===== config.mk =====
export PLATFORM = sky130hd
export DESIGN_NAME = shift_retire
export DESIGN_NICKNAME = d
export VERILOG_FILES = /design/src/rtl/shift_retire.sv
export SDC_FILE = /design/constraint.sdc
export NUM_CORES = 1
export LEC_CHECK = 0
export ABC_AREA = 1
export BUFFER_PORTS_ARGS = -buffer_cell sky130_fd_sc_hd__buf_2
export CAP_MARGIN = 20
export CORE_UTILIZATION = 63
export DETAILED_ROUTE_END_ITERATION = 16
export MAX_ROUTING_LAYER = met4
export PLACE_DENSITY = 0.85
export SYNTH_ARGS = -nofsm -noshare
export SYNTH_HDL_FRONTEND = slang
export SYNTH_SLANG_ARGS = --single-unit

===== constraint.sdc =====
create_clock -name clk -period 3.31 [get_ports clk]
set_clock_uncertainty 0.1 [all_clocks]
set_input_delay 0.1655 -clock clk [delete_from_list [all_inputs] [get_ports clk]]
set_output_delay 0.1655 -clock clk [all_outputs]
set_load 0.1 [all_outputs]

===== src/rtl/shift_retire.sv =====
// Retire stage behind a fixed-latency shift unit: tag pipeline, result FIFO, credit-gated issue.
// Optional: define SHIFT_RETIRE_X0_DROP_EN to discard results destined for x0.
module shift_retire #(
    parameter int DEPTH      = 3,
    parameter int FIFO_DEPTH = 4
) (
    input  logic        clk,
    input  logic        reset,
    input  logic        issue_valid,
    input  logic [4:0]  issue_rd,
    output logic        issue_ready,
    input  logic [31:0] shift_result,
    output logic        wb_valid,
    output logic [4:0]  wb_rd,
    output logic [31:0] wb_data,
    input  logic        wb_ready
);

    localparam int PW = (FIFO_DEPTH > 1) ? $clog2(FIFO_DEPTH) : 1;
    localparam int CW = $clog2(FIFO_DEPTH + 1);

    logic [DEPTH-1:0] tag_v;
    logic [4:0]       tag_rd [DEPTH];
    logic [4:0]       mem_rd [FIFO_DEPTH];
    logic [31:0]      mem_data [FIFO_DEPTH];
    logic [PW-1:0]    wr_ptr;
    logic [PW-1:0]    rd_ptr;
    logic [CW-1:0]    count;
    logic [CW-1:0]    credits_used;
    logic             accept;
    logic             capture;
    logic             drop;
    logic             push;
    logic             pop;

    function automatic logic [PW-1:0] next_ptr(input logic [PW-1:0] ptr);
        return (ptr == PW'(FIFO_DEPTH - 1)) ? '0 : ptr + 1'b1;
    endfunction

    assign accept  = issue_valid && issue_ready;
    assign capture = tag_v[DEPTH-1];

`ifdef SHIFT_RETIRE_X0_DROP_EN
    assign drop = capture && (tag_rd[DEPTH-1] == 5'd0);
`else
    assign drop = 1'b0;
`endif

    assign push        = capture && !drop;
    assign wb_valid    = (count != '0);
    assign pop         = wb_valid && wb_ready;
    assign issue_ready = (credits_used < CW'(FIFO_DEPTH));
    // Outputs read zero when empty so the reset state is defined without clearing storage.
    assign wb_rd       = wb_valid ? mem_rd[rd_ptr] : '0;
    assign wb_data     = wb_valid ? mem_data[rd_ptr] : '0;

    always_ff @(posedge clk or posedge reset) begin
        if (reset) begin
            tag_v <= '0;
            for (int k = 0; k < DEPTH; k++) begin
                tag_rd[k] <= '0;
            end
        end else begin
            tag_v[0]  <= accept;
            tag_rd[0] <= issue_rd;
            for (int k = 1; k < DEPTH; k++) begin
                tag_v[k]  <= tag_v[k-1];
                tag_rd[k] <= tag_rd[k-1];
            end
        end
    end

    always_ff @(posedge clk) begin
        if (push) begin
            mem_rd[wr_ptr]   <= tag_rd[DEPTH-1];
            mem_data[wr_ptr] <= shift_result;
        end
    end

    // Credits cover every accepted op from issue until pop (or x0 drop), so pushes never overflow.
    always_ff @(posedge clk or posedge reset) begin
        if (reset) begin
            wr_ptr       <= '0;
            rd_ptr       <= '0;
            count        <= '0;
            credits_used <= '0;
        end else begin
            if (push) begin
                wr_ptr <= next_ptr(wr_ptr);
            end
            if (pop) begin
                rd_ptr <= next_ptr(rd_ptr);
            end
            count        <= count + CW'(push) - CW'(pop);
            credits_used <= credits_used + CW'(accept) - CW'(pop) - CW'(drop);
        end
    end

    assert property (@(posedge clk) disable iff (reset)
        !(push && !pop && (count == CW'(FIFO_DEPTH))));

endmodule

==> results of run 1 <==
[cell families after synthesis]
group | count (synthesis)
AO/OA/AOI/OAI | 41
XOR/XNOR | 2
adder cells (fa/ha/maj) | 9
buffers and inverters | 195
flip-flops | 176
AND/OR/NAND/NOR | 248
[worst paths after layout]
path                          start         endpoint  slack (ns)  cells past startpoint
min in group clk           tag_v[1]         tag_v[2]        0.25                      0
hold reg to reg            tag_v[1]         tag_v[2]        0.25                      0
setup reg to reg           count[1]  credits_used[2]        1.26                     11
hold / removal                reset        tag_rd[6]        0.17                      3
max in group asynchronous     reset        rd_ptr[1]        2.50                      4
setup / recovery           count[1]      wb_data[30]        0.51                      5
[synthesized netlist by cell type]
master    count  area, µm²
fa_1          2       40.0
clkbuf_1      3       11.3
dfrtp_1      28        701
or2_0         1       6.26
buf_2        13       65.1
buf_4         3       22.5
a21oi_2      10       87.6
xnor2_1       2       17.5
a21oi_1      27        135
nand2_1     167        627
edfxtp_1    148       4440
buf_1         1       3.75
nand2_2       1       6.26
buf_6         7       78.8
inv_2         2       7.51
ha_1          7       87.6
inv_1       165        619
nor2_1        2       7.51
nand3_1      77        385
clkinv_2      1       5.00
o21ai_0       4       20.0
[critical path: cells and delay by family (launching register included)]
kind,cells,cell delay [ns]
AOI/OAI and AO/OA,1,0.44
buffers and inverters,2,1.04
DFF,1,0.42
and+or+nand+nor,2,0.19
[layout make-up]
| class | count | area [µm²] |
|---|---|---|
| sequential | 176 | 5150 |
| fill | 685 | 2610 |
| multi-input combinational | 300 | 1420 |
| timing repair buffer | 123 | 846 |
| inverter | 168 | 632 |
| clock buffer | 25 | 549 |
| tap | 143 | 179 |
| clock inverter | 7 | 40.0 |
[state kept, by name (all words and copies together) (netlist names)]
register and flops:
mem_data 128, rd_ptr 2, credits_used 3, tag_rd 15, wr_ptr 2, tag_v 3
count 3, mem_rd 20
[through the flow]
stage / std cells / utilization
CTS: 941 / 0.769
global route: 942 / 0.772
finish: 942 / 0.772
floorplan: 671 / -
global placement: 869 / 0.683
detailed placement: 869 / 0.683
[routing by layer]
metal,global-route usage,up-vias,wire length [µm]
met5,-,-,0
met4,0.0921,0,120
met3,0.0611,14,735
met2,0.448,193,7830
met1,0.293,2335,5690
li1,-,2342,-
[repair_timing]
action	CTS	global route
gates resized for setup	0	0
hold buffers	40	0
setup buffers	0	0
hold endpoints to repair	163	0
==> metrics.cfg, run 1 <==
[global_routing]
antenna_found_initial=0
grt_max_degree=78
grt_overflow=0
grt_use_total=0.258
grt_pass1_wl_mm=21.9
grt_pass1_vias=4844

[sta]
worstMarginPinSlew_ns=0.959
period_share=0.845
finalMaxSlewViolations=0
fin_ws_ns=0.513
rsz0062_at_grt=no
setup_tns_ns=0
finalCriticalPeriod_ns=2.80
fmax_mhz=358
setup_viol=0
slew_headroom=0.360
holdWs_ns=0.170
hold_violations=0

[synth]
synth_top_family_by_area=simple AND/OR/NAND/NOR gates
synthCells=671
synth-simple-area-share=0.140
syn-num-nets=721
synth_warnings=0
synth_area_mm2=0.00738
ys_seq_area_frac=0.697
synth_mux_area_frac=0
synth_compound_area_frac=0.0329
avgSynthCellArea_um2=11.0
ys_seq_elements=176
ys_types=21
synthAdderAreaFrac=0.0173
synth_xor_area_frac=0.00237

[floorplan]
start_util=0.646
rows=39
chipHeight_um=110
coreArea_mm2=0.0114
ioPinCount=80
die_area_mm2=0.0121
die_x_um=110

[routing]
wl_per_cell_um=15.3
drt_iter0_markers=364
vias=4884
dr.pass1.iters=5
drc_errors=0
wirelength_mm=14.4
via_per_inst=5.18
ant_nets=0

[final_layout]
drive_gt1_frac=0.166
mostFrequentLayoutCells=167 x nand2_1, 161 x inv_1, 148 x edfxtp_1, 79 x buf_2, 77 x nand3_1
nets=836
final_area_mm2=0.00881
syn_to_final_growth_pct=19.5
layout_commonest_cell=nand2_1
diodes=0

[critical_path]
critPathKind=reg -> out
critPathMaxStageDelay_ns=0.55
crit_path_end_kind=output port
path_cells=nor2_1 > nand2_2 > clkinv_2 > a21oi_1 > buf_2
cpMaxStageDelayCell=clkinv_2
worst_setup_path_start_kind=register
cp_max_fo=37
arrival_ns=2.53
crit_required_ns=3.04

[run]
cap_violations=0

[placed_design]
dpl.hpwl_mm=7.58
dpl_cell_area_mm2=0.00780
portBuffers=79
preCtsSetupSlack_ns=0.971
finalWeightedCongestion=0.738

[clocking]
cts_buffers=17
cts_tree=yes
path_clk_slew_ns=0.06
cts_root_buf=clkbuf_16
clk_path_buf_depth=2
htree_num_levels=4
cts.sinks=176
clk_latency_ns=0.41

[hold_path]
min_path_type=in -> async

[status]
status=finished, final reports clean

Power of run 1 is left out: the tool's default activity adds up to more than one toggle a clock period on the data nets, which glitch-free logic cannot reach.
==> inputs of run 2 (changes only) <==
CORE_UTILIZATION = 58   (was 63)
PLACE_DENSITY = 0.79   (was 0.85)
clock period = 2.7 ns   (was 3.31 ns; I/O delays follow)
==> run 2 against run 1 <==
Compared with the run above:
- non-clock buffer count is 10 higher
- global-route usage is 0.061 points higher
- worst setup slack worse by 0.29 ns
- core utilization is 0.50 points higher
- critical path depth is 1 higher
- critical path type unchanged
==> metrics.cfg, run 2 (synthesized netlist as in run 1, its figures left out) <==
[critical_path]
cp_max_fo=19  ; -49%
crit_path_end_kind=output port
critPathKind=reg -> out
worst_setup_path_start_kind=register
arrival_ns=2.24  ; -0.29 ns
crit_required_ns=2.47  ; -0.57 ns

[final_layout]
largest_reg_flops=128  ; unchanged
syn_to_final_growth_pct=28.6
top_register=mem_data
n_fill_cell=726  ; +6.0%
diodes=0  ; unchanged
nets=846  ; +1.2%
largestRegisters=mem_data (128), mem_rd (20), tag_rd (15)
mostFrequentLayoutCells=167 x nand2_1, 161 x inv_1, 148 x edfxtp_1, 77 x nand3_1, 42 x buf_2
layout_commonest_cell=nand2_1
drive_gt1_frac=0.177  ; +0.0103

[clocking]
clk_path_buf_depth=2  ; unchanged
cts.sinks=176  ; unchanged
clk_latency_ns=0.42  ; about the same
htree_num_levels=4  ; unchanged
cts_tree=yes
post_cts.repair.setup_buffers=0  ; unchanged
cts_buffers=17  ; unchanged
path_clk_slew_ns=0.06  ; about the same
cts_root_buf=clkbuf_16

[global_routing]
grtUsageMet1=0.298  ; +0.00539
grt_max_degree=78  ; unchanged
top_usage_layer=met2
grt_pass1_wl_mm=24.1  ; +10%
grt_pass1_vias=5140  ; +6.1%
grtUsageMet3=0.0496  ; -0.0116
grt_use_total=0.258  ; +0.000606
grt_overflow=0  ; unchanged
met2_usage=0.436  ; -0.0119
antenna_found_initial=0  ; unchanged

[floorplan]
rows=40  ; +2.6%
die_x_um=115  ; +4.1%
chipHeight_um=115  ; +4.1%
die_area_mm2=0.0132  ; +8.5%
ioPinCount=80  ; unchanged
start_util=0.604  ; -0.0420
coreArea_mm2=0.0122  ; +6.9%

[sta]
finalCriticalPeriod_ns=2.48
worstMarginPinSlew_ns=0.822  ; -0.137 ns
hold_violations=0  ; unchanged
rsz0062_at_grt=no
slew_headroom=0.452  ; +0.0924
period_share=0.917
finalMaxSlewViolations=0  ; unchanged
fmax_mhz=404
setup_viol=0  ; unchanged
setup_tns_ns=0  ; unchanged

[routing]
drc_errors=0  ; unchanged
drt_iter0_markers=339  ; -6.9%
wl_per_cell_um=15.5  ; +1.4%
dr.pass1.iters=5  ; unchanged
via_per_inst=5.12  ; -1.3%
wirelength_mm=15.1  ; +5.2%
vias=5002  ; +2.4%
ant_nets=0  ; unchanged

[hold_path]
min_path_type=in -> async

[run]
cap_violations=0  ; unchanged

[placed_design]
portBuffers=79  ; unchanged
finalWeightedCongestion=0.799  ; +8.4%
dpl.hpwl_mm=8.96  ; +18%

[status]
status=finished, final reports clean

## run 2: cell count changes in the layout (fill, tap and decap cells not counted), sizes merged
cell,delta
buf,+10
clkbuf,-3
clkinv,+3
clkinvlp,+2
inv,-2
## run 2: per-layer routing
metal	wire length, µm	up-vias
met5	0	-
met4	409	0
met3	911	43
met2	7890	200
met1	5910	2384
li1	-	2375
## run 2: final timing paths
| path | startpoint | slack, ns | end | cells after the start |
|---|---|---|---|---|
| min in group clk | issue_rd[3] | 0.25 | tag_rd[13] | 2 |
| setup / recovery | count[1] | 0.22 | wb_data[21] | 6 |
| hold / removal | reset | 0.05 | tag_rd[8] | 3 |
| setup reg to reg | count[1] | 0.67 | credits_used[2] | 10 |
| max in group asynchronous | reset | 2.06 | rd_ptr[0] | 4 |
| hold reg to reg | tag_rd[7] | 0.25 | tag_rd[2] | 0 |
## run 2: timing repair
action                                  CTS  global route
endpoints found under the hold margin   164             0
hold buffers                             40             0
gates resized for setup                   0             0
endpoints found under the setup margin    0             0
## run 2: layout make-up
class	instances	area (µm²)	share of cell area
Clock buffer	22	485	0.0512
Clock inverter	10	77.6	0.00818
Inverter	168	632	0.0666
Multi-Input combinational cell	300	1420	0.150
Sequential cell	176	5150	0.543
Tap cell	168	210	0.0222
Timing Repair Buffer	133	1510	0.160
## run 2: per-stage QoR
stage	cell area (µm²)	hold slack (ns)	utilization	std cells	setup slack [ns]
3_3_place_gp	8500	0.144	0.696	904	0.745
4_1_cts	9460	0.232	0.775	976	0.213
5_1_grt	9490	0.0537	0.777	977	0.127
2_1_floorplan	7380	0.0664	-	671	-0.333
6_report	9490	0.0499	0.777	977	0.225
3_5_place_dp	8500	0.144	0.696	904	0.660
## run 2: critical path: stages, from the launching register on
cell	delay [ns]
dfrtp_1	0.41
nor2_1	0.08
nand2_2	0.12
clkinv_2	0.30
buf_4	0.36
a21oi_1	0.29
buf_12	0.22
Power of run 2 is left out for the same reason.
==> inputs of run 3 (changes only) <==
--- a/config.mk
+++ b/config.mk
@@ -6,11 +6,10 @@
 export NUM_CORES = 1
 export LEC_CHECK = 0
-export ABC_AREA = 1
 export BUFFER_PORTS_ARGS = -buffer_cell sky130_fd_sc_hd__buf_2
 export CAP_MARGIN = 20
-export CORE_UTILIZATION = 58
+export CORE_UTILIZATION = 57
 export DETAILED_ROUTE_END_ITERATION = 16
 export MAX_ROUTING_LAYER = met4
-export PLACE_DENSITY = 0.79
+export PLACE_DENSITY = 0.78
 export SYNTH_ARGS = -nofsm -noshare
 export SYNTH_HDL_FRONTEND = slang
==> constraint.sdc (replaced) <==
create_clock -name clk -period 2.7 [get_ports clk]
set_clock_uncertainty 0.1 [all_clocks]
set_input_delay 0.405 -clock clk [delete_from_list [all_inputs] [get_ports clk]]
set_output_delay 0.405 -clock clk [all_outputs]
set_load 0.1 [all_outputs]
==> run 3 against run 2 <==
Compared with the run above:
- worst setup slack lost 0.091 ns
- core utilization shrank 3.3 points
- global-route usage shrank 3.1 points
- register-to-register slack lost 0.04 ns
- fmax shrank 3.5%
- critical path depth shrank 2
- hold slack gained 0.046 ns
==> metrics.cfg, run 3 <==
[synth]
synth_mux_area_frac=0.131  ; +0.131
syn-num-nets=350  ; -51%
async_reset_ff_frac=0.159  ; unchanged
synthCells=300  ; -55%
yosysMostFrequentCell=edfxtp_1
synth-simple-area-share=0.0448  ; -0.0951
synth_compound_area_frac=0.00341  ; -0.0295
ys_seq_area_frac=0.780  ; +0.0825
ys_seq_elements=176  ; unchanged
synthAdderAreaFrac=0.0193  ; +0.00205
synthTopCellsByCount=148 x edfxtp_1, 41 x and2_1, 37 x mux4_2
yosys-top-cells-area=edfxtp_1 67%, mux4_2 13%, dfrtp_1 11%
synth_area_leader_cell=edfxtp_1
ys_types=22  ; +4.8%
synth_area_mm2=0.00660  ; -11%
synth_edf_count=148  ; unchanged
synth_warnings=0  ; unchanged
synth_xor_area_frac=0.00664  ; +0.00426
synth_top_family_by_area=multiplexers
avgSynthCellArea_um2=22.0  ; +100%
synth_ff_type=edfxtp_1
synth_top_area_frac=0.674  ; +0.0713

[critical_path]
cpMaxStageDelayCell=mux4_2
crit_required_ns=2.19  ; -0.28 ns
r2r_cells=8  ; -2
cp_max_fo=14  ; -5
path_cells=buf_12 > mux4_2 > and2_1 > buf_2
timing.rr.end=count[2]
crit_path_end_kind=output port
path_delay_family=multiplexers
worstReg2RegStart=count[1]
worst_setup_path_start_kind=register
critPathMaxStageDelay_ns=0.52  ; +0.11 ns
critPathKind=reg -> out
arrival_ns=2.06  ; -0.18 ns
reg2reg_slack_ns=0.63  ; -0.04 ns
cp.buffers_inverters=2  ; -1

[routing]
dr.pass1.iters=4  ; -1
vias=3119  ; -38%
wl_per_cell_um=20.5  ; +32%
ant_nets=0  ; unchanged
drc_errors=0  ; unchanged
via_per_inst=5.56  ; +8.6%
wirelength_mm=11.5  ; -24%
drt_iter0_markers=209  ; -38%

[global_routing]
grt_overflow=0  ; unchanged
grt_use_total=0.228  ; -0.0306
grt_pass1_wl_mm=18.1  ; -25%
antenna_found_initial=0  ; unchanged
grt_pass1_vias=3345  ; -35%
grt_max_degree=38  ; -51%

[sta]
worstMarginPinSlew_ns=0.568  ; -0.253 ns
setup_tns_ns=0  ; unchanged
finalCriticalPeriod_ns=2.57  ; +0.0909 ns
slew_headroom=0.621  ; +0.169
period_share=0.950  ; +0.0337
setup_viol=0  ; unchanged
finalMaxSlewViolations=0  ; unchanged
fmax_mhz=390  ; -3.5%
rsz0062_at_grt=no
hold_violations=0  ; unchanged

[final_layout]
layout_commonest_cell=edfxtp_1
mostFrequentLayoutCells=148 x edfxtp_1, 59 x buf_2, 37 x mux4_2, 37 x and2_1, 26 x dfrtp_1
nets=457  ; -46%
top_register=mem_data
largest_reg_flops=128  ; unchanged
syn_to_final_growth_pct=24.9
largestRegisters=mem_data (128), mem_rd (20), tag_rd (15)
drive_gt1_frac=0.402  ; +0.226

[floorplan]
coreArea_mm2=0.0111  ; -9.3%
chipHeight_um=110  ; -4.5%
die_x_um=110  ; -4.5%
start_util=0.596  ; -0.00865
die_area_mm2=0.0120  ; -8.9%
rows=38  ; -5.0%
ioPinCount=80  ; unchanged

[hold_path]
min_path_type=in -> reg
min_from=shift_result[8]
min_path_cells=1
holdPathEnd=mem_data[1][8]

[clocking]
cts_tree=yes
cts_root_buf=clkbuf_16
cts_buffers=17  ; unchanged
path_clk_slew_ns=0.06  ; about the same
clk_path_buf_depth=2  ; unchanged
clk_latency_ns=0.42  ; about the same
cts.sinks=176  ; unchanged
htree_num_levels=4  ; unchanged

[status]
status=finished, final reports clean

[placed_design]
portBuffers=79  ; unchanged
dpl.hpwl_mm=7.08  ; -21%
finalWeightedCongestion=0.702  ; -12%

[run]
cap_violations=0  ; unchanged

run 3: final cells by class:
type	instances	area (µm²)
Sequential cell	176	5150
Fill cell	615	2840
Multi-Input combinational cell	105	1370
Timing Repair Buffer	100	951
Clock buffer	28	551
Tap cell	140	175
Inverter	7	26.3
Clock inverter	4	21.3
Antenna cell	1	2.50
run 3: per-stage QoR:
stage	hold WS (ns)	cell area [µm²]	util	std cells	setup WS, ns
after floorplan	0.231	6600	-	300	0.306
after global placement	0.234	7560	0.682	519	0.481
after detailed placement	0.235	7560	0.682	519	0.420
after CTS	0.0754	8200	0.740	558	0.0315
after global routing	0.0830	8240	0.744	560	0.0497
final	0.0956	8240	0.744	561	0.134
run 3: worst max-delay path by stage:
stage | slack [ns] | endpoint | start | cells after the start
final | 0.13 | wb_data[3] | rd_ptr[0] | 4
after global routing | 0.05 | wb_data[3] | rd_ptr[0] | 4
after CTS | 0.03 | wb_data[15] | rd_ptr[1] | 4
after detailed placement | 0.42 | wb_data[24] | count[1] | 4
after global placement | 0.48 | wb_data[15] | rd_ptr[0] | 4
after floorplan | 0.31 | wb_data[22] | count[1] | 3
run 3: cells by family (layout without fill, tap and decap cells):
kind of cell / after synthesis / count (layout)
AOI/OAI and AO/OA: 3 / 3
xor gates and xnor gates: 5 / 5
adders and majority gates: 9 / 9
buffers and inverters: 19 / 139
DFF: 176 / 176
muxes: 40 / 40
other: 0 / 1
and+or+nand+nor: 48 / 48
run 3: timing repair:
item	CTS	global route
hold buffers	5	1
hold endpoints to repair	5	8
gates resized for setup	1	1
setup buffers	2	0
endpoints found under the setup margin	25	9
run 3: worst register-to-register path: cells and delay by family, from the launching register on:
| kind | cells | cell delay (ns) |
|---|---|---|
| multiplexers | 1 | 0.16 |
| AO/OA/AOI/OAI | 1 | 0.13 |
| XOR/XNOR | 2 | 0.35 |
| adder cells (fa/ha/maj) | 2 | 0.56 |
| buffers and inverters | 2 | 0.23 |
| flip-flops | 1 | 0.44 |
run 3: layer usage:
layer	wire, µm	share of wire	GRT usage	vias to the layer above
li1	-	-	-	1387
met1	4790	0.42	0.294	1605
met2	5840	0.51	0.350	117
met3	734	0.064	0.0658	10
met4	120	0.010	0.0829	0
met5	0	0	-	-
Power of run 3 is left out for the same reason.
